`config.mk`:
```
export PLATFORM = sky130hd
export DESIGN_NAME = mem_port_arbiter
export DESIGN_NICKNAME = d
export VERILOG_FILES = /design/src/rtl/mem_port_arbiter.sv
export SDC_FILE = /design/constraint.sdc
export NUM_CORES = 1
export LEC_CHECK = 0
export ABC_AREA = 1
export ABC_CLOCK_PERIOD_IN_PS = 2100
export CORE_MARGIN = 2
export CORE_UTILIZATION = 40
export DETAILED_ROUTE_END_ITERATION = 10
export PLACE_DENSITY = 0.9
export SLEW_MARGIN = 20
export SYNTH_ARGS = -nofsm -noshare
export SYNTH_HDL_FRONTEND = slang
export SYNTH_SLANG_ARGS = --single-unit
```
`constraint.sdc`:
```
create_clock -name clock -period 2.1 [get_ports clock]
set_input_delay 0.42 -clock clock [delete_from_list [all_inputs] [get_ports clock]]
set_output_delay 0.42 -clock clock [all_outputs]
set_load 0.005 [all_outputs]
```
`src/rtl/mem_port_arbiter.sv`:
```
// Two-requester (core / DMA) arbiter for a single memory port with one outstanding
// transaction, alternating priority on ties and a busy-cycle timeout.
module mem_port_arbiter #(
   parameter int AW      = 32,
   parameter int DW      = 32,
   parameter int TIMEOUT = 16
) (
   input  logic          clock,
   input  logic          resetn,
   input  logic          core_req,
   input  logic          core_we,
   input  logic [AW-1:0] core_addr,
   input  logic [DW-1:0] core_wdata,
   output logic          core_gnt,
   output logic          core_done,
   output logic          core_err,
   output logic [DW-1:0] core_rdata,
   input  logic          dma_req,
   input  logic          dma_we,
   input  logic [AW-1:0] dma_addr,
   input  logic [DW-1:0] dma_wdata,
   output logic          dma_gnt,
   output logic          dma_done,
   output logic          dma_err,
   output logic [DW-1:0] dma_rdata,
   output logic          mem_re,
   output logic          mem_we,
   output logic [AW-1:0] mem_addr,
   output logic [DW-1:0] mem_wdata,
   input  logic [DW-1:0] mem_rdata,
   input  logic          mem_ack
);

   typedef enum logic [1:0] {
      IDLE      = 2'd0,
      BUSY_CORE = 2'd1,
      BUSY_DMA  = 2'd2
   } state_t;

   localparam logic [7:0] LAST_COUNT = 8'(TIMEOUT - 1);

   state_t        state, state_next;
   logic [7:0]    count, count_next;
   logic          last_dma, last_dma_next;
   logic          re, re_next;
   logic          we, we_next;
   logic [AW-1:0] addr, addr_next;
   logic [DW-1:0] wdata, wdata_next;
   logic          done_core, done_core_next;
   logic          done_dma, done_dma_next;
   logic          err_core, err_core_next;
   logic          err_dma, err_dma_next;
   logic [DW-1:0] rdata_core, rdata_core_next;
   logic [DW-1:0] rdata_dma, rdata_dma_next;
   logic          grant_core, grant_dma;
   logic          owner_dma;

   // State and output registers; last_dma resets high so the core wins the first tie.
   always_ff @(posedge clock) begin
      if (!resetn) begin
         state      <= IDLE;
         count      <= 8'd0;
         last_dma   <= 1'b1;
         re         <= 1'b0;
         we         <= 1'b0;
         addr       <= '0;
         wdata      <= '0;
         done_core  <= 1'b0;
         done_dma   <= 1'b0;
         err_core   <= 1'b0;
         err_dma    <= 1'b0;
         rdata_core <= '0;
         rdata_dma  <= '0;
      end else begin
         state      <= state_next;
         count      <= count_next;
         last_dma   <= last_dma_next;
         re         <= re_next;
         we         <= we_next;
         addr       <= addr_next;
         wdata      <= wdata_next;
         done_core  <= done_core_next;
         done_dma   <= done_dma_next;
         err_core   <= err_core_next;
         err_dma    <= err_dma_next;
         rdata_core <= rdata_core_next;
         rdata_dma  <= rdata_dma_next;
      end
   end

   assign owner_dma = (state == BUSY_DMA);

   // Next-state logic: arbitration in IDLE, completion / timeout while busy.
   always_comb begin
      state_next      = state;
      count_next      = count;
      last_dma_next   = last_dma;
      re_next         = re;
      we_next         = we;
      addr_next       = addr;
      wdata_next      = wdata;
      done_core_next  = 1'b0;
      done_dma_next   = 1'b0;
      err_core_next   = 1'b0;
      err_dma_next    = 1'b0;
      rdata_core_next = '0;
      rdata_dma_next  = '0;
      grant_core      = 1'b0;
      grant_dma       = 1'b0;
      case (state)
         IDLE: begin
            if (core_req && (!dma_req || last_dma)) begin
               grant_core    = 1'b1;
               state_next    = BUSY_CORE;
               last_dma_next = 1'b0;
               count_next    = 8'd0;
               re_next       = ~core_we;
               we_next       = core_we;
               addr_next     = core_addr;
               wdata_next    = core_wdata;
            end else if (dma_req) begin
               grant_dma     = 1'b1;
               state_next    = BUSY_DMA;
               last_dma_next = 1'b1;
               count_next    = 8'd0;
               re_next       = ~dma_we;
               we_next       = dma_we;
               addr_next     = dma_addr;
               wdata_next    = dma_wdata;
            end else begin
               state_next = IDLE;
            end
         end
         BUSY_CORE, BUSY_DMA: begin
            // Ack takes precedence over a timeout landing in the same cycle.
            if (mem_ack) begin
               state_next = IDLE;
               re_next    = 1'b0;
               we_next    = 1'b0;
               if (owner_dma) begin
                  done_dma_next  = 1'b1;
                  rdata_dma_next = re ? mem_rdata : '0;
               end else begin
                  done_core_next  = 1'b1;
                  rdata_core_next = re ? mem_rdata : '0;
               end
            end else if (count == LAST_COUNT) begin
               state_next = IDLE;
               re_next    = 1'b0;
               we_next    = 1'b0;
               if (owner_dma) begin
                  done_dma_next = 1'b1;
                  err_dma_next  = 1'b1;
               end else begin
                  done_core_next = 1'b1;
                  err_core_next  = 1'b1;
               end
            end else begin
               count_next = count + 8'd1;
            end
         end
         default: begin
            state_next = IDLE;
            re_next    = 1'b0;
            we_next    = 1'b0;
         end
      endcase
   end

   // Outputs are forced quiet while reset is asserted, before the reset edge lands.
   assign core_gnt   = resetn & grant_core;
   assign dma_gnt    = resetn & grant_dma;
   assign core_done  = resetn & done_core;
   assign dma_done   = resetn & done_dma;
   assign core_err   = resetn & err_core;
   assign dma_err    = resetn & err_dma;
   assign core_rdata = {DW{resetn}} & rdata_core;
   assign dma_rdata  = {DW{resetn}} & rdata_dma;
   assign mem_re     = resetn & re;
   assign mem_we     = resetn & we;
   assign mem_addr   = addr;
   assign mem_wdata  = wdata;

endmodule

```
==> results.md, run 1 <==
- Status: complete, no violations
- Final non-filler cell total: approximately 1400
- Vias in the first global route: ~6300
- Insertion delay to the later sink of the worst-skew pair: slightly above 0.4 ns
- Final Hold Fails: 0
- Total chip power: approximately 8.0 mW
- Slew @ Worst Pin: between 0.7 and 0.8 ns
- Inst Count DP: between 1000 and 1500
- Fmax: 497 MHz
- Max-Cap Viols: 0
- Most common cell after layout, fill and taps aside: clkdlybuf4s50_1
- Row cnt: 45
- Antenna-violating nets left: 0
- Setup TNS Final: 0 ns
- Setup ws final: about 0.087 ns
- GRT Util Overall: 0.232
- Drt total wl: ~19 mm
- DRC viols: 0
- RSZ-0062 raised after global routing: false
- Final worst path period share: 0.959
- Root buffer cell: clkbuf_16
- DP Area: ~9300 um2
- Post-synth cell types: 22
- Number of CTS-inserted buffers: 17
- CP max-delay cell: clkdlybuf4s50_1
- IO Count: roughly 300
- Total gr overflow: 0
- Mapped Area: 6110 um2
- Initial core utilization: 0.406
- Post-Syn Instances: roughly 880
- Post-Syn Nets: 1055
- PD cells: roughly 810 nW/um2
- Port Buffers: 302
- Post-route cell area: between 9000 and 10000 um2
- CP Data Required Time: between 1.5 and 2 ns
- Area Growth Syn to Fin: 62.6%
- Iter 0 DRT Violations: ~350
- Drt first pass iters: 5
- Share of layout cells above drive strength 1: 0.0611
- Clock Skews: 0.00800 ns
- Crit start category: primary input
- Die footprint: approximately 16000 um2
- Post-DP HPWL: about 13 mm
- Mapped Avg Cell Area: 6.91 um2
- Crit. End Element: output port
- Die Width: 128 um
- TritonCTS clock tree: yes
- Final setup viols: 0
- Global-route wire length before repair: a little over 30 mm
- Ant diodes: 0
- Initial antenna violation count: 0
- Flops & latches, synth: between 100 and 150
- Final nets: approximately 1300
- Post-synthesis sequential area ratio: 0.475
- Reg clk slew, reported paths: about 0.06 ns
- Core Region: approximately 15000 um2
- Die height: 128 um
- YS warnings: 0
- Fin. max-slew vios: 0
- Clk buf depth: 2
- HP Class: reg2reg
- Post-CTS Hold Buffers: 0
- # H-tree levels: 4
- Crit path DAT: about 1.6 ns
- CP max stage delay: around 0.5 ns
- Most frequent cells in the layout: clkdlybuf4s50_1 (298), nand2_1 (165), nor2_1 (153), dfxtp_1 (144), inv_1 (115)
- Per-cell routed wire length: roughly 14 um
- Largest net degree at the start of global routing: 81
- Leakage: ~4.4 nW
- Relative slew slack: 0.497
- Via count: 6489
- Critical-path cell list: clkdlybuf4s50_1 > inv_2 > o21ai_4 > nand2_2 > nor2_1 > dlygate4sd2_1
- Crit path kind: in2out
- DR vias/cell: 4.75
- CTS sink cnt: 145
- Pre-CTS worst setup slack: -0.231 ns
- CP max FO: 3
- Worst vdd ir: 0.604 mV
- Final Wtd Congestion: 0.843
- Post-layout min period: roughly 2.0 ns
[cells by family (layout without fill, tap and decap cells)]
family                   Yosys count  after routing  synth area share
AND/OR/NAND/NOR                  412            412             0.274
buffers and inverters            184            479             0.126
flip-flops                       145            145             0.475
AO/OA/AOI/OAI                    139            139             0.117
adder cells (fa/ha/maj)            4              4           0.00819
[critical path: cells and delay by family]
family	cells	cell delay [ns]
simple gates	2	0.17
compound gates	1	0.21
buf+inv	3	0.79
[path summary, 6_finish.rpt]
path | from | cells after the start | slack (ns) | to
max | dma_req | 6 | 0.09 | dma_gnt
min | mem_wdata[0] | 2 | 0.46 | mem_wdata[0]
max reg2reg | state[1] | 10 | 0.37 | mem_addr[21]
min reg2reg | mem_wdata[0] | 2 | 0.46 | mem_wdata[0]
[power by group]
| group | internal (mW) | leakage, nW | switching [mW] |
|---|---|---|---|
| clock network | 1.69 | 0.284 | 1.31 |
| registers | 2.97 | 1.18 | 0.130 |
| logic | 0.984 | 2.91 | 0.927 |
| total | 5.64 | 4.38 | 2.36 |
[what timing repair did]
action	4_1_cts	5_1_grt
gates resized for setup	10	2
pin swaps	2	0
gates cloned	0	0
endpoints found under the setup margin	2	21
setup buffers	2	0
[sequential cells by signal (all words and copies together) (netlist names), 2 cells and up]
| signal | flops |
|---|---|
| rdata_dma | 32 |
| mem_addr | 32 |
| state | 2 |
| count | 8 |
| rdata_core | 32 |
| mem_wdata | 32 |
[Yosys cell counts (all sizes together)]
cell,instances,area [um2]
nor2,154,581
o21bai,1,7.51
nand2,167,629
nor4,2,12.5
ha,4,50.1
nand4,4,25.0
inv,126,473
buf,31,193
nor3,70,350
nor3b,1,7.51
a21oi,71,367
clkbuf,27,101
dfxtp,145,2900
o21ai,67,339
nand3,14,70.1
[cell type report]
cell class | count | area (um2)
inverter | 126 | 474
clock buffer | 17 | 425
multi-input combinational | 555 | 2470
clock inverter | 15 | 165
timing repair buffer | 321 | 3260
sequential | 145 | 2900
tap | 188 | 235
fill | 1213 | 5100
[through the flow]
stage | util | hold WS [ns]
finish | 0.661 | 0.461
global route | 0.661 | 0.475
CTS | 0.661 | 0.440
detailed placement | 0.619 | 0.454
global placement | 0.619 | 0.450
floorplan | - | 0.443
[routing by layer]
metal	up-vias	share of wire	GRT usage
li1	3302	-	-
met1	2932	0.39	0.259
met2	209	0.52	0.415
met3	46	0.061	0.0695
met4	0	0.031	0.0918
met5	-	0	0
No activity file was read; power rests on OpenSTA's default activity.
==> inputs of run 2 (changes only) <==
--- a/config.mk
+++ b/config.mk
@@ -8,8 +8,9 @@
 export ABC_AREA = 1
 export ABC_CLOCK_PERIOD_IN_PS = 2100
+export CORE_ASPECT_RATIO = 1.5
 export CORE_MARGIN = 2
-export CORE_UTILIZATION = 40
+export CORE_UTILIZATION = 41
 export DETAILED_ROUTE_END_ITERATION = 10
-export PLACE_DENSITY = 0.9
+export PLACE_DENSITY = 0.91
 export SLEW_MARGIN = 20
 export SYNTH_ARGS = -nofsm -noshare
==> constraint.sdc (replaced) <==
create_clock -name clock -period 2.1 [get_ports clock]
set_input_delay 0.21 -clock clock [delete_from_list [all_inputs] [get_ports clock]]
set_output_delay 0.21 -clock clock [all_outputs]
set_load 0.005 [all_outputs]
==> run 2 against run 1 <==
Compared with the run above: power shrank 1.3%; fmax is 8.8% higher; combinational power shrank 3%; via count up 2.1%; hold slack worse by 0.25 ns; flip-flop and latch count is the same; global-route usage is 0.66 points higher; wire length is 3.0% higher; die area shrank 2.2%; register-to-register slack worse by 0.03 ns; first-iteration DRC count increased by 25%; sequential share of layout area is 0.28 points higher; critical path type is now reg2out; critical endpoint unchanged; largest power group unchanged.
==> results.md, run 2 (synthesis results as in run 1) <==
- Status: complete, no violations (unchanged)
- Die Width: 104 um (was 128 um)
- Routed wl met3: 2.00 mm (was 1.17 mm)
- CP max-delay cell: dfxtp_1 (was clkdlybuf4s50_1)
- Post-layout min period: 1.85 ns (was 2.01 ns)
- Root buffer cell: clkbuf_16 (unchanged)
- RSZ-0062 raised after global routing: false (unchanged)
- Crit start category: flop (was primary input)
- Vias in the first global route: 6379 (was 6251)
- Share of layout cells above drive strength 1: 0.0520 (was 0.0611)
- PD cells: 803 nW/um2 (was 806 nW/um2)
- Via count: 6624 (was 6489)
- CTS sink cnt: 145 (unchanged)
- Crit path from: state[0] (was dma_req)
- Drt first pass iters: 6 (was 5)
- Final Hold Fails: 0 (unchanged)
- Reg2reg end: count[6] (was mem_addr[21])
- Clk buf depth: 2 (unchanged)
- TritonCTS clock tree: yes (unchanged)
- Critical-path cell list: inv_1 > ha_2 > inv_2 > a21oi_4 > nand2_1 > nor2_1 > clkbuf_2 (was clkdlybuf4s50_1 > inv_2 > o21ai_4 > nand2_2 > nor2_1 > dlygate4sd2_1)
- Fmax: 541 MHz (was 497 MHz)
- Iter 0 DRT Violations: 436 (was 348)
- Met2 routed WL: 9.48 mm (was 9.90 mm)
- WP buf/inv: 3 (unchanged)
- Global-route wire length before repair: 30.9 mm (was 30.2 mm)
- Fin. max-slew vios: 0 (unchanged)
- DR top layer: met4 (unchanged)
- Reg-to-reg slack, setup: 0.34 ns (was 0.37 ns)
- Drt total wl: 19.6 mm (was 19.1 mm)
- CP max FO: 3 (unchanged)
- Initial core utilization: 0.419 (was 0.406)
- Relative slew slack: 0.527 (was 0.497)
- Crit path DAT: 1.64 ns (was 1.59 ns)
- Die footprint: 15900 um2 (was 16300 um2)
- # H-tree levels: 4 (unchanged)
- CP Data Required Time: 1.89 ns (was 1.68 ns)
- Die height: 153 um (was 128 um)
- Post-CTS Hold Buffers: 0 (unchanged)
- Hold Worst Slack: 0.207 ns (was 0.461 ns)
- Hold_sp: resetn (was mem_wdata[0])
- Crit path kind: reg2out (was in2out)
- Row cnt: 54 (was 45)
- Post-DP HPWL: 14.1 mm (was 13.3 mm)
- Core Region: 14600 um2 (was 15000 um2)
- Final Wtd Congestion: 0.864 (was 0.843)
- Slew @ Worst Pin: 0.710 ns (was 0.755 ns)
- Total gr overflow: 0 (unchanged)
- WP depth: 7 (was 6)
- Antenna-violating nets left: 0 (unchanged)
- RR Startpoint: state[1] (unchanged)
- Number of CTS-inserted buffers: 17 (unchanged)
- DR vias/cell: 4.84 (was 4.75)
- Insertion delay to the later sink of the worst-skew pair: 0.41 ns (about the same)
- Final nets: 1332 (was 1337)
- Largest net degree at the start of global routing: 85 (was 81)
- Crit. End Element: output port (unchanged)
- GRT Util Overall: 0.239 (was 0.232)
- Reg clk slew, reported paths: 0.06 ns (about the same)
- Final worst path period share: 0.881 (was 0.959)
- Worst r2r path cells: 7 (was 10)
- Per-cell routed wire length: 14.3 um (was 13.9 um)
- CP max stage delay: 0.31 ns (was 0.49 ns)
- Cell family with most CP delay: buffers and inverters (unchanged)
- IO Count: 303 (unchanged)
- Worst vdd ir: 0.599 mV (was 0.604 mV)
- Area Growth Syn to Fin: 61.0% (was 62.6%)
- Final setup viols: 0 (unchanged)
- Met1 Wirelength: 7.31 mm (was 7.39 mm)
- Port Buffers: 302 (unchanged)
- Setup TNS Final: 0 ns (unchanged)
- DRC viols: 0 (unchanged)
- Leakage: 4.32 nW (was 4.38 nW)
- Postcts setup bufs: 0 (was 2)
- HP Class: in2reg (was reg2reg)
- Most common cell after layout, fill and taps aside: clkdlybuf4s50_1 (unchanged)
- Most frequent cells in the layout: clkdlybuf4s50_1 (299), nand2_1 (166), nor2_1 (153), dfxtp_1 (145), inv_1 (117) (was clkdlybuf4s50_1 (298), nand2_1 (165), nor2_1 (153), dfxtp_1 (144), inv_1 (115))
- Max-Cap Viols: 0 (unchanged)
- Setup crit end: dma_gnt (unchanged)
- Clock Skews: 0.0119 ns (was 0.00800 ns)
- Initial antenna violation count: 1 (was 0)
-- run 2: changes by cell type in the layout (fill, tap and decap cells not counted), moves of 2 or more --
| cell | before | now |
|---|---|---|
| buf_4 | 10 | 8 |
| buf_6 | 2 | 0 |
| inv_1 | 115 | 117 |
| buf_12 | 8 | 6 |
| inv_2 | 10 | 8 |
| clkinv_4 | 3 | 1 |
| clkinvlp_4 | 2 | 4 |
-- run 2: metal layers --
| metal | GRT usage | vias up |
|---|---|---|
| met5 | 0 | - |
| met4 | 0.116 | 0 |
| met3 | 0.100 | 55 |
| met2 | 0.418 | 287 |
| met1 | 0.246 | 2991 |
| li1 | - | 3291 |
-- run 2: worst register-to-register path, stage by stage (launching register included) --
cell and delay (ns):
dfxtp_1 0.40, inv_1 0.08, ha_2 0.44, nor2_1 0.07, nor2_1 0.25, nand2_2 0.23, nor2_1 0.15, nor2_1 0.06
-- run 2: worst min-delay path by stage --
stage	endpoint	slack, ns	depth (start not counted)
finish	last_dma	0.21	3
global route	last_dma	0.19	3
CTS	last_dma	0.18	3
detailed placement	mem_addr[6]	0.45	2
global placement	mem_addr[24]	0.45	2
floorplan	err_core	0.29	1
-- run 2: report_power, final --
group          switching, mW  total (mW)  internal, mW
sequential             0.133        3.10          2.97
clock                   1.28        2.95          1.67
combinational          0.910        1.85         0.938
-- run 2: final cells by class --
class / instances / area (um2)
tap: 196 / 245
fill: 1152 / 4760
clock inverter: 14 / 144
timing repair buffer: 316 / 3190
sequential: 145 / 2900
clock buffer: 17 / 425
multi-input combinational: 555 / 2450
antenna: 1 / 2.50
inverter: 126 / 474
-- run 2: what timing repair did --
| action | 4_1_cts | 5_1_grt |
|---|---|---|
| gates resized for setup | 3 | 2 |
| setup endpoints to repair | 2 | 1 |
| hold endpoints to repair | 0 | 0 |
-- run 2: per-stage QoR --
step	setup slack, ns	std cells	cell area [um2]	power [mW]	utilization
global placement	0.113	1338	9270	4.95	0.635
global route	0.106	1370	9830	8.31	0.674
detailed placement	0.101	1338	9270	5.01	0.635
finish	0.250	1370	9830	7.90	0.674
CTS	0.0895	1369	9840	7.97	0.674
floorplan	0.545	884	6110	4.12	-
==> inputs of run 3 (changes only) <==
MAX_ROUTING_LAYER = met4   (was default)
==> run 3 against run 2 <==
Compared with the run above: sequential power about the same; critical path depth unchanged; cell count stayed put; register-to-register slack got worse by 0.02 ns; die area unchanged; largest cell class unchanged; power hardly changed; first-iteration DRC count is 5.3% higher.
==> results.md, run 3 (synthesis results as in run 1) <==
- Row cnt: 54 (unchanged)
- Internal power: 5.57 mW (about the same)
- Initial core utilization: 0.419 (unchanged)
- Comb power frac: 0.234 (about the same)
- Iter 0 DRT Violations: 459 (was 436)
- Clock Power Share: 0.374 (was 0.373)
- Setup TNS Final: 0 ns (unchanged)
- Final Wtd Congestion: 0.878 (was 0.864)
- RSZ-0062 raised after global routing: false (unchanged)
- Die footprint: 15900 um2 (unchanged)
- Share of layout cells above drive strength 1: 0.0520 (unchanged)
- Setup ws final: 0.254 ns (was 0.250 ns)
- Leakage: 4.32 nW (unchanged)
- Most common cell after layout, fill and taps aside: clkdlybuf4s50_1 (unchanged)
- # H-tree levels: 4 (unchanged)
- Post-CTS Hold Buffers: 0 (unchanged)
- DR vias/cell: 4.85 (was 4.84)
- Reg clk slew, reported paths: 0.06 ns (about the same)
- CP max FO: 3 (unchanged)
- GRT Util Overall: 0.246 (was 0.239)
- Drt first pass iters: 5 (was 6)
- Post-layout min period: 1.85 ns (about the same)
- Crit. End Element: output port (unchanged)
- DP Area: 9270 um2 (unchanged)
- Die Width: 104 um (unchanged)
- Global-route wire length before repair: 30.8 mm (was 30.9 mm)
- Hold_sp: resetn (unchanged)
- Final nets: 1332 (unchanged)
- PD cells: 804 nW/um2 (was 803 nW/um2)
- TritonCTS clock tree: yes (unchanged)
- Area Growth Syn to Fin: 61.0% (unchanged)
- Slew @ Worst Pin: 0.707 ns (was 0.710 ns)
- CP Data Required Time: 1.89 ns (about the same)
- Drt total wl: 19.7 mm (was 19.6 mm)
- Crit path kind: reg2out (unchanged)
- Reg power frac: 0.393 (about the same)
- Final worst path period share: 0.879 (was 0.881)
- Crit start category: flop (unchanged)
- Psw: 2.33 mW (was 2.32 mW)
- Root buffer cell: clkbuf_16 (unchanged)
- Fmax: 542 MHz (was 541 MHz)
- Max-Cap Viols: 0 (unchanged)
- Clock Skews: 0.0110 ns (was 0.0119 ns)
- Crit path DAT: 1.64 ns (about the same)
- Insertion delay to the later sink of the worst-skew pair: 0.41 ns (about the same)
- Core Region: 14600 um2 (unchanged)
- DRC viols: 0 (unchanged)
- Total chip power: 7.91 mW (was 7.90 mW)
- CTS sink cnt: 145 (unchanged)
- IO Count: 303 (unchanged)
- Post-DP HPWL: 14.1 mm (unchanged)
- Port Buffers: 302 (unchanged)
- Post-route cell area: 9830 um2 (unchanged)
- Fin. max-slew vios: 0 (unchanged)
- Initial antenna violation count: 1 (unchanged)
- Via count: 6639 (was 6624)
- RR Startpoint: state[1] (unchanged)
- Sw Share: 0.295 (was 0.294)
- Pre-CTS worst setup slack: 0.101 ns (unchanged)
- Largest net degree at the start of global routing: 85 (unchanged)
- Per-cell routed wire length: 14.3 um (about the same)
- Worst vdd ir: 0.598 mV (was 0.599 mV)
- Postcts setup bufs: 0 (unchanged)
- Clk buf depth: 2 (unchanged)
- Most frequent cells in the layout: clkdlybuf4s50_1 (299), nand2_1 (166), nor2_1 (153), dfxtp_1 (145), inv_1 (117) (unchanged)
- Crit path from: state[0] (unchanged)
- Final setup viols: 0 (unchanged)
- Total gr overflow: 0 (unchanged)
- Utilization after layout: 0.674 (unchanged)
- Status: complete, no violations (unchanged)
- Final Hold Fails: 0 (unchanged)
- Antenna-violating nets left: 0 (unchanged)
- Die height: 153 um (unchanged)
- Relative slew slack: 0.528 (was 0.527)
- HP Class: in2reg (unchanged)
- Number of CTS-inserted buffers: 17 (unchanged)
- Vias in the first global route: 6383 (was 6379)
[run 3: area by class of cell]
type,instances,area [um2]
diodes,1,2.50
clock buffers,17,425
clock inverters,14,144
fillers,1152,4760
inverters,126,474
multi-input cells,555,2450
flip-flops and latches,145,2900
well taps,196,245
repair buffers,316,3190
[run 3: metrics by stage]
step           instances  hold slack [ns]
5_1_grt             1370            0.193
6_report            1370            0.204
3_5_place_dp        1338            0.455
4_1_cts             1369            0.185
3_3_place_gp        1338            0.451
2_1_floorplan        884            0.286
[run 3: worst max-delay path, stage by stage (launching register included)]
cell      delay, ns
dfxtp_1        0.31
inv_1          0.12
ha_2           0.23
inv_2          0.06
a21oi_4        0.14
nand2_1        0.11
nor2_1         0.10
clkbuf_2       0.15
[run 3: timing repair]
action	4_1_cts	5_1_grt
setup endpoints to repair	2	1
gates resized for setup	3	2
endpoints found under the hold margin	0	0
[run 3: worst paths after layout]
kind,end,slack [ns],cells after the start
setup / recovery,dma_gnt,0.25,7
hold / removal,last_dma,0.20,3
setup reg to reg,count[6],0.32,7
hold reg to reg,mem_wdata[8],0.46,2
[run 3: power groups by stage]
stage / Sequential, mW / Clock, mW / Combinational [mW]
global placement: 3.15 / 0 / 1.80
floorplan: 3.16 / 0 / 0.957
global route: 3.13 / 3.14 / 2.04
detailed placement: 3.16 / 0 / 1.85
CTS: 3.10 / 3.01 / 1.86
finish: 3.10 / 2.95 / 1.85
[run 3: routing by layer]
metal | vias up | global-route usage | share of wire
met5 | - | - | 0
met3 | 60 | 0.0882 | 0.096
met1 | 2974 | 0.252 | 0.38
met2 | 315 | 0.419 | 0.48
met4 | 0 | 0.118 | 0.043
li1 | 3290 | - | -
